`src/rtl/bpf_pkt_sched_pkg.sv`:
```
// Shared definitions for the BPF packet scheduler: per-buffer state encodings
// and the default packet-length width.
package bpf_pkt_sched_pkg;

    localparam int PLEN_WIDTH_DEF = 10;

    localparam logic [2:0] ST_EMPTY = 3'd0;
    localparam logic [2:0] ST_SNOOP = 3'd1;
    localparam logic [2:0] ST_READY = 3'd2;
    localparam logic [2:0] ST_CPU   = 3'd3;
    localparam logic [2:0] ST_ACC   = 3'd4;
    localparam logic [2:0] ST_REJ   = 3'd5;

endpackage

```
`src/rtl/bpf_ring_ptr.sv`:
```
// Modulo-NUM_BUFS ring pointer; advances by one on adv and wraps to 0 after
// NUM_BUFS-1, so non-power-of-two rings work.
module bpf_ring_ptr #(
    parameter int NUM_BUFS = 3,
    parameter int BUF_W    = $clog2(NUM_BUFS)
) (
    input  logic             clk,
    input  logic             rst_n,
    input  logic             adv,
    output logic [BUF_W-1:0] ptr
);

    always_ff @(posedge clk or negedge rst_n) begin
        if (!rst_n) begin
            ptr <= '0;
        end else if (adv) begin
            ptr <= (ptr == BUF_W'(NUM_BUFS - 1)) ? '0 : ptr + BUF_W'(1);
        end
    end

endmodule

```
`src/rtl/bpf_pkt_sched.sv`:
```
// Ring scheduler passing packet buffers snooper -> BPF CPU -> forwarder in
// strict ring order; gates the CPU through cpu_rst and counts rejects/timeouts.
//
// state    | meaning
// EMPTY    | free, waiting for the snooper pointer
// SNOOP    | owned by the snooper, being filled
// READY    | filled, waiting for the CPU
// CPU      | being filtered
// ACC      | accepted, offered / waiting for the forwarder
// REJ      | rejected or timed out, freed by the forward stage
module bpf_pkt_sched
    import bpf_pkt_sched_pkg::*;
#(
    parameter int NUM_BUFS   = 3,
    parameter int PLEN_WIDTH = PLEN_WIDTH_DEF,
    parameter int MAX_CYCLES = 1024,
    parameter int CNT_WIDTH  = 32,
    localparam int BUF_W     = $clog2(NUM_BUFS)
) (
    input  logic                  clk,
    input  logic                  rst_n,
    output logic                  sn_rdy,
    output logic [BUF_W-1:0]      sn_buf,
    input  logic                  sn_done,
    input  logic [PLEN_WIDTH-1:0] sn_len,
    output logic                  cpu_rst,
    output logic [BUF_W-1:0]      cpu_buf,
    output logic [PLEN_WIDTH-1:0] cpu_plen,
    input  logic                  cpu_acc,
    input  logic                  cpu_rej,
    output logic                  fwd_valid,
    output logic [BUF_W-1:0]      fwd_buf,
    output logic [PLEN_WIDTH-1:0] fwd_len,
    input  logic                  fwd_done,
    output logic [CNT_WIDTH-1:0]  rej_cnt,
    output logic [CNT_WIDTH-1:0]  to_cnt
);

    localparam int CYC_W = (MAX_CYCLES > 1) ? $clog2(MAX_CYCLES) : 1;

    logic [2:0]            state [NUM_BUFS];
    logic [PLEN_WIDTH-1:0] len   [NUM_BUFS];
    logic [BUF_W-1:0]      s, c, f;
    logic [CYC_W-1:0]      cyc;

    logic sn_take, cpu_go, cpu_res_acc, cpu_res_rej, cpu_tmo, fwd_take, fwd_drop;
    logic s_adv, c_adv, f_adv;

    // Simultaneous accept and reject resolves to reject; a result beats a timeout.
    always_comb begin
        sn_take     = sn_done && sn_rdy;
        cpu_go      = cpu_rst && (state[c] == ST_READY);
        cpu_res_rej = !cpu_rst && cpu_rej;
        cpu_res_acc = !cpu_rst && cpu_acc && !cpu_rej;
        cpu_tmo     = !cpu_rst && !cpu_acc && !cpu_rej && (MAX_CYCLES > 0)
                      && (cyc == CYC_W'(MAX_CYCLES - 1));
        fwd_take    = fwd_done && fwd_valid;
        fwd_drop    = (state[f] == ST_REJ);
        s_adv       = sn_take;
        c_adv       = cpu_res_acc || cpu_res_rej || cpu_tmo;
        f_adv       = fwd_take || fwd_drop;
    end

    assign sn_buf = s;

    bpf_ring_ptr #(.NUM_BUFS(NUM_BUFS), .BUF_W(BUF_W)) u_ptr_s (
        .clk(clk), .rst_n(rst_n), .adv(s_adv), .ptr(s)
    );
    bpf_ring_ptr #(.NUM_BUFS(NUM_BUFS), .BUF_W(BUF_W)) u_ptr_c (
        .clk(clk), .rst_n(rst_n), .adv(c_adv), .ptr(c)
    );
    bpf_ring_ptr #(.NUM_BUFS(NUM_BUFS), .BUF_W(BUF_W)) u_ptr_f (
        .clk(clk), .rst_n(rst_n), .adv(f_adv), .ptr(f)
    );

    // Each stage only touches a buffer in its own state, so writes never collide.
    always_ff @(posedge clk or negedge rst_n) begin
        if (!rst_n) begin
            for (int i = 0; i < NUM_BUFS; i++) begin
                state[i] <= ST_EMPTY;
                len[i]   <= '0;
            end
        end else begin
            if (state[s] == ST_EMPTY) begin
                state[s] <= ST_SNOOP;
            end else if (sn_take) begin
                state[s] <= ST_READY;
                len[s]   <= sn_len;
            end

            if (cpu_go) begin
                state[c] <= ST_CPU;
            end else if (cpu_res_acc) begin
                state[c] <= ST_ACC;
            end else if (cpu_res_rej || cpu_tmo) begin
                state[c] <= ST_REJ;
            end

            if (f_adv) begin
                state[f] <= ST_EMPTY;
            end
        end
    end

    always_ff @(posedge clk or negedge rst_n) begin
        if (!rst_n) begin
            sn_rdy    <= 1'b0;
            cpu_rst   <= 1'b1;
            cpu_buf   <= '0;
            cpu_plen  <= '0;
            cyc       <= '0;
            fwd_valid <= 1'b0;
            fwd_buf   <= '0;
            fwd_len   <= '0;
            rej_cnt   <= '0;
            to_cnt    <= '0;
        end else begin
            sn_rdy <= sn_take ? 1'b0 : (state[s] == ST_SNOOP);

            // cpu_go requires cpu_rst==1, so every dispatch follows a reset cycle.
            if (cpu_go) begin
                cpu_rst  <= 1'b0;
                cpu_buf  <= c;
                cpu_plen <= len[c];
                cyc      <= '0;
            end else if (c_adv) begin
                cpu_rst <= 1'b1;
            end else if (!cpu_rst) begin
                cyc <= cyc + CYC_W'(1);
            end

            if (cpu_tmo) begin
                to_cnt <= to_cnt + CNT_WIDTH'(1);
            end

            if (fwd_take) begin
                fwd_valid <= 1'b0;
            end else if (!fwd_valid && (state[f] == ST_ACC)) begin
                fwd_valid <= 1'b1;
                fwd_buf   <= f;
                fwd_len   <= len[f];
            end

            if (fwd_drop) begin
                rej_cnt <= rej_cnt + CNT_WIDTH'(1);
            end
        end
    end

endmodule

```
`config.mk`:
```
export PLATFORM = sky130hd
export DESIGN_NAME = bpf_pkt_sched
export DESIGN_NICKNAME = d
export VERILOG_FILES = /design/src/rtl/bpf_pkt_sched_pkg.sv /design/src/rtl/bpf_ring_ptr.sv /design/src/rtl/bpf_pkt_sched.sv
export SDC_FILE = /design/constraint.sdc
export NUM_CORES = 1
export LEC_CHECK = 0
export BUFFER_PORTS_ARGS = -buffer_cell sky130_fd_sc_hd__buf_2
export CORE_ASPECT_RATIO = 0.6
export CORE_UTILIZATION = 28
export CTS_CLUSTER_SIZE = 24
export DETAILED_ROUTE_END_ITERATION = 12
export GPL_TIMING_DRIVEN = 1
export PLACE_DENSITY = 0.42
export SLEW_MARGIN = 20
export SYNTH_ARGS = -nofsm -noshare
export SYNTH_HDL_FRONTEND = slang
export SYNTH_HIERARCHICAL = 1
export SYNTH_SLANG_ARGS = --single-unit
```
`constraint.sdc`:
```
create_clock -name clk -period 4.05 [get_ports clk]
set_input_delay 0.81 -clock clk [delete_from_list [all_inputs] [get_ports clk]]
set_output_delay 0.81 -clock clk [all_outputs]
set_load 0.005 [all_outputs]
```
==> impl_metrics.json <==
{
  "layout.nets": 781,
  "powerDensity_mw_per_mm2": 648,
  "synth_largest_area_cell": "dfrtp_1",
  "yosys-mux-area-fraction": 0.109,
  "hold_viol": 0,
  "slew_headroom": 0.434,
  "drt-total-wl_um": 18100,
  "postSynthAreaPerCell_um2": 10.6,
  "cts.sinks": 146,
  "async_reset_ff_frac": 1.00,
  "finalSetupViolCount": 0,
  "clk_path_buf_depth": 2,
  "synth_cell_types": 52,
  "antenna_found_initial": 1,
  "initialDrtViolationCount": 269,
  "max_cap_viol_count": 0,
  "core_mm2": 0.0236,
  "synth-seq-area-share": 0.533,
  "cts_max_level": 4,
  "p_int_w": 0.00363,
  "crit_type": "input pin to register",
  "synthSimpleGateAreaFrac": 0.176,
  "synth-adder-area-share": 0.00547,
  "grtUsageTotal": 0.151,
  "hp-class": "input pin to async pin",
  "p_switching_w": 0.00184,
  "p_sw_frac": 0.336,
  "detail-route-antenna-nets": 0,
  "tightestPinTransition_ns": 0.850,
  "syn_nets": 664,
  "crit_path_max_fanout": 10,
  "p_comb_frac": 0.283,
  "path_clk_slew_ns": 0.07,
  "ir_worst_vdd_mv": 0.304,
  "cts_root_buf": "clkbuf_16",
  "pin_count": 109,
  "cts_inserted_buffers": 17,
  "die_area_mm2": 0.0251,
  "crit_path_start_kind": "input pin",
  "min_period_ns": 2.68,
  "syn2layout_area_growth_pct": 22.9,
  "synth_xor_area_frac": 0.0868,
  "fin_skew_ns": 0.0117,
  "cts_setup_buffers": 0,
  "gp_congestion": 0.804,
  "yosysMostFrequentCell": "dfrtp_1",
  "yosysWarnings": 6,
  "die_h_um": 123,
  "grt_pass1_wl_um": 28900,
  "yosys-top-cells-area": "dfrtp_1, mux2_2, xnor2_1",
  "grt_max_degree": 86,
  "max_freq_mhz": 373,
  "vias_per_cell": 4.81,
  "status": "completed",
  "crit_start": "cpu_rej",
  "placed_area_mm2": 0.00781,
  "drtPass1Iterations": 5,
  "cts_tree": "yes",
  "synth_flop_cell": "dfrtp_1",
  "hold_buffers": 0,
  "syn_inst": 645,
  "io_buffers": 108,
  "stdcell_area_mm2": 0.00843,
  "yosys-top-cells-count": "dfrtp_1, nor2_1, nand2_1, xnor2_1, a21oi_1",
  "cp-end-kind": "register",
  "place_hpwl_um": 12600,
  "drcViolationCount": 0,
  "fill_cells": 2392,
  "clkPwrFrac": 0.308,
  "start_util": 0.291,
  "synth_top_area_frac": 0.529,
  "cp.arrival_ns": 2.98,
  "ctsResizeCount": 0,
  "final.setup.tns_ns": 0,
  "synthesis.area_mm2": 0.00686,
  "synth_edf_count": 0,
  "vias": 5241,
  "seqPwrFrac": 0.409,
  "fin_crit_sh": 0.662,
  "rsz0062_at_grt": "false",
  "r2r_start": "cpu_rst",
  "post_drt_wl_per_cell_um": 16.6,
  "synth_top_family_by_area": "simple AND/OR/NAND/NOR gates",
  "grt_overflow_total": 0,
  "clock_latency_ns": 0.42,
  "synth-seq-cells": 146,
  "synth_compound_area_frac": 0.0649,
  "drive_gt1_frac": 0.260,
  "crit_required_ns": 4.35,
  "p_leak_nw": 3.97,
  "slew_violations": 0,
  "grt_pass1_vias": 5168,
  "die_x_um": 204,
  "rows": 43
}
[state kept, by name, summed over array words and instances (netlist names)]
name / cells
cyc: 10
to_cnt: 32
cpu_rst: 1
cpu_buf: 2
u_ptr_s/ptr: 2
sn_rdy: 1
u_ptr_c/ptr: 2
rej_cnt: 32
fwd_len: 10
len: 30
cpu_plen: 10
fwd_valid: 1
fwd_buf: 2
state: 9
u_ptr_f/ptr: 2
[logic make-up after synthesis]
| family | after synthesis |
|---|---|
| fa+ha+maj | 3 |
| buf+inv | 42 |
| mux | 68 |
| flops | 146 |
| compound gates | 77 |
| xor+xnor | 68 |
| simple gates | 241 |
[final timing paths]
check / endpoint / slack [ns] / depth (start not counted)
min in group clk: rej_cnt[31] / 0.46 / 1
max reg2reg: u_ptr_c/ptr[0] / 1.44 / 4
min: rej_cnt[9] / 0.46 / 1
max: u_ptr_c/ptr[0] / 1.37 / 5
max in group asynchronous: cpu_rst / 2.73 / 2
min reg2reg: rej_cnt[31] / 0.46 / 1
[stage by stage]
stage	hold WS, ns	instances	setup slack, ns	util	total power, W
6_report	0.462	1090	1.37	0.358	0.00546
5_1_grt	0.486	1089	1.28	0.358	0.00584
4_1_cts	0.471	1089	1.40	0.357	0.00555
3_5_place_dp	0.458	1058	0.959	0.331	0.00383
3_3_place_gp	0.451	1058	1.01	0.331	0.00377
2_1_floorplan	0.465	645	1.41	-	0.00321
[area by class of cell]
cell class	instances	area, um2	share of cell area
antenna	1	2.50	0.000297
clock buffer	20	457	0.0542
clock inverter	11	160	0.0190
inverter	20	75.1	0.00890
multi-input combinational	457	3040	0.361
sequential	146	3650	0.433
tap	315	394	0.0467
timing repair buffer	120	649	0.0770
[critical path: stages]
cell	delay, ns
buf_2	0.12
or3_1	0.52
or4_1	0.70
o21ai_1	0.47
mux2_4	0.35
[cell usage in the layout, fill, tap and decap left out, types with 3 or more instances in the layout]
cell type and n:
or4_1 3, buf_4 11, o21ai_0 12, a21oi_1 42, nor3_1 17, bufinv_16 4
nor2b_1 5, inv_1 20, nor4_1 10, dfrtp_1 145, nor2_1 78, mux2_2 39
and3_1 8, and4_1 3, or3_1 4, mux2_4 3, nand2_1 49, clkinv_2 5
xor2_1 25, xnor2_1 43, clkbuf_16 17, nand3_1 28, nand4_1 21, ha_1 3
buf_2 107, mux2i_1 26
[per-layer routing]
metal	routed length [um]	vias up	global-route usage
met4	175	0	0.0406
met3	679	11	0.0380
met5	0	-	0
met2	7890	78	0.216
li1	-	2493	-
met1	9320	2659	0.223
[power by group through the flow]
stage | logic (W) | clock network (W) | registers, W
floorplan | 0.00108 | 0 | 0.00212
global placement | 0.00154 | 0 | 0.00223
CTS | 0.00158 | 0.00174 | 0.00223
detailed placement | 0.00157 | 0 | 0.00226
global route | 0.00175 | 0.00180 | 0.00229
finish | 0.00154 | 0.00168 | 0.00223
Note: power is estimated with default switching activity, not from simulation.
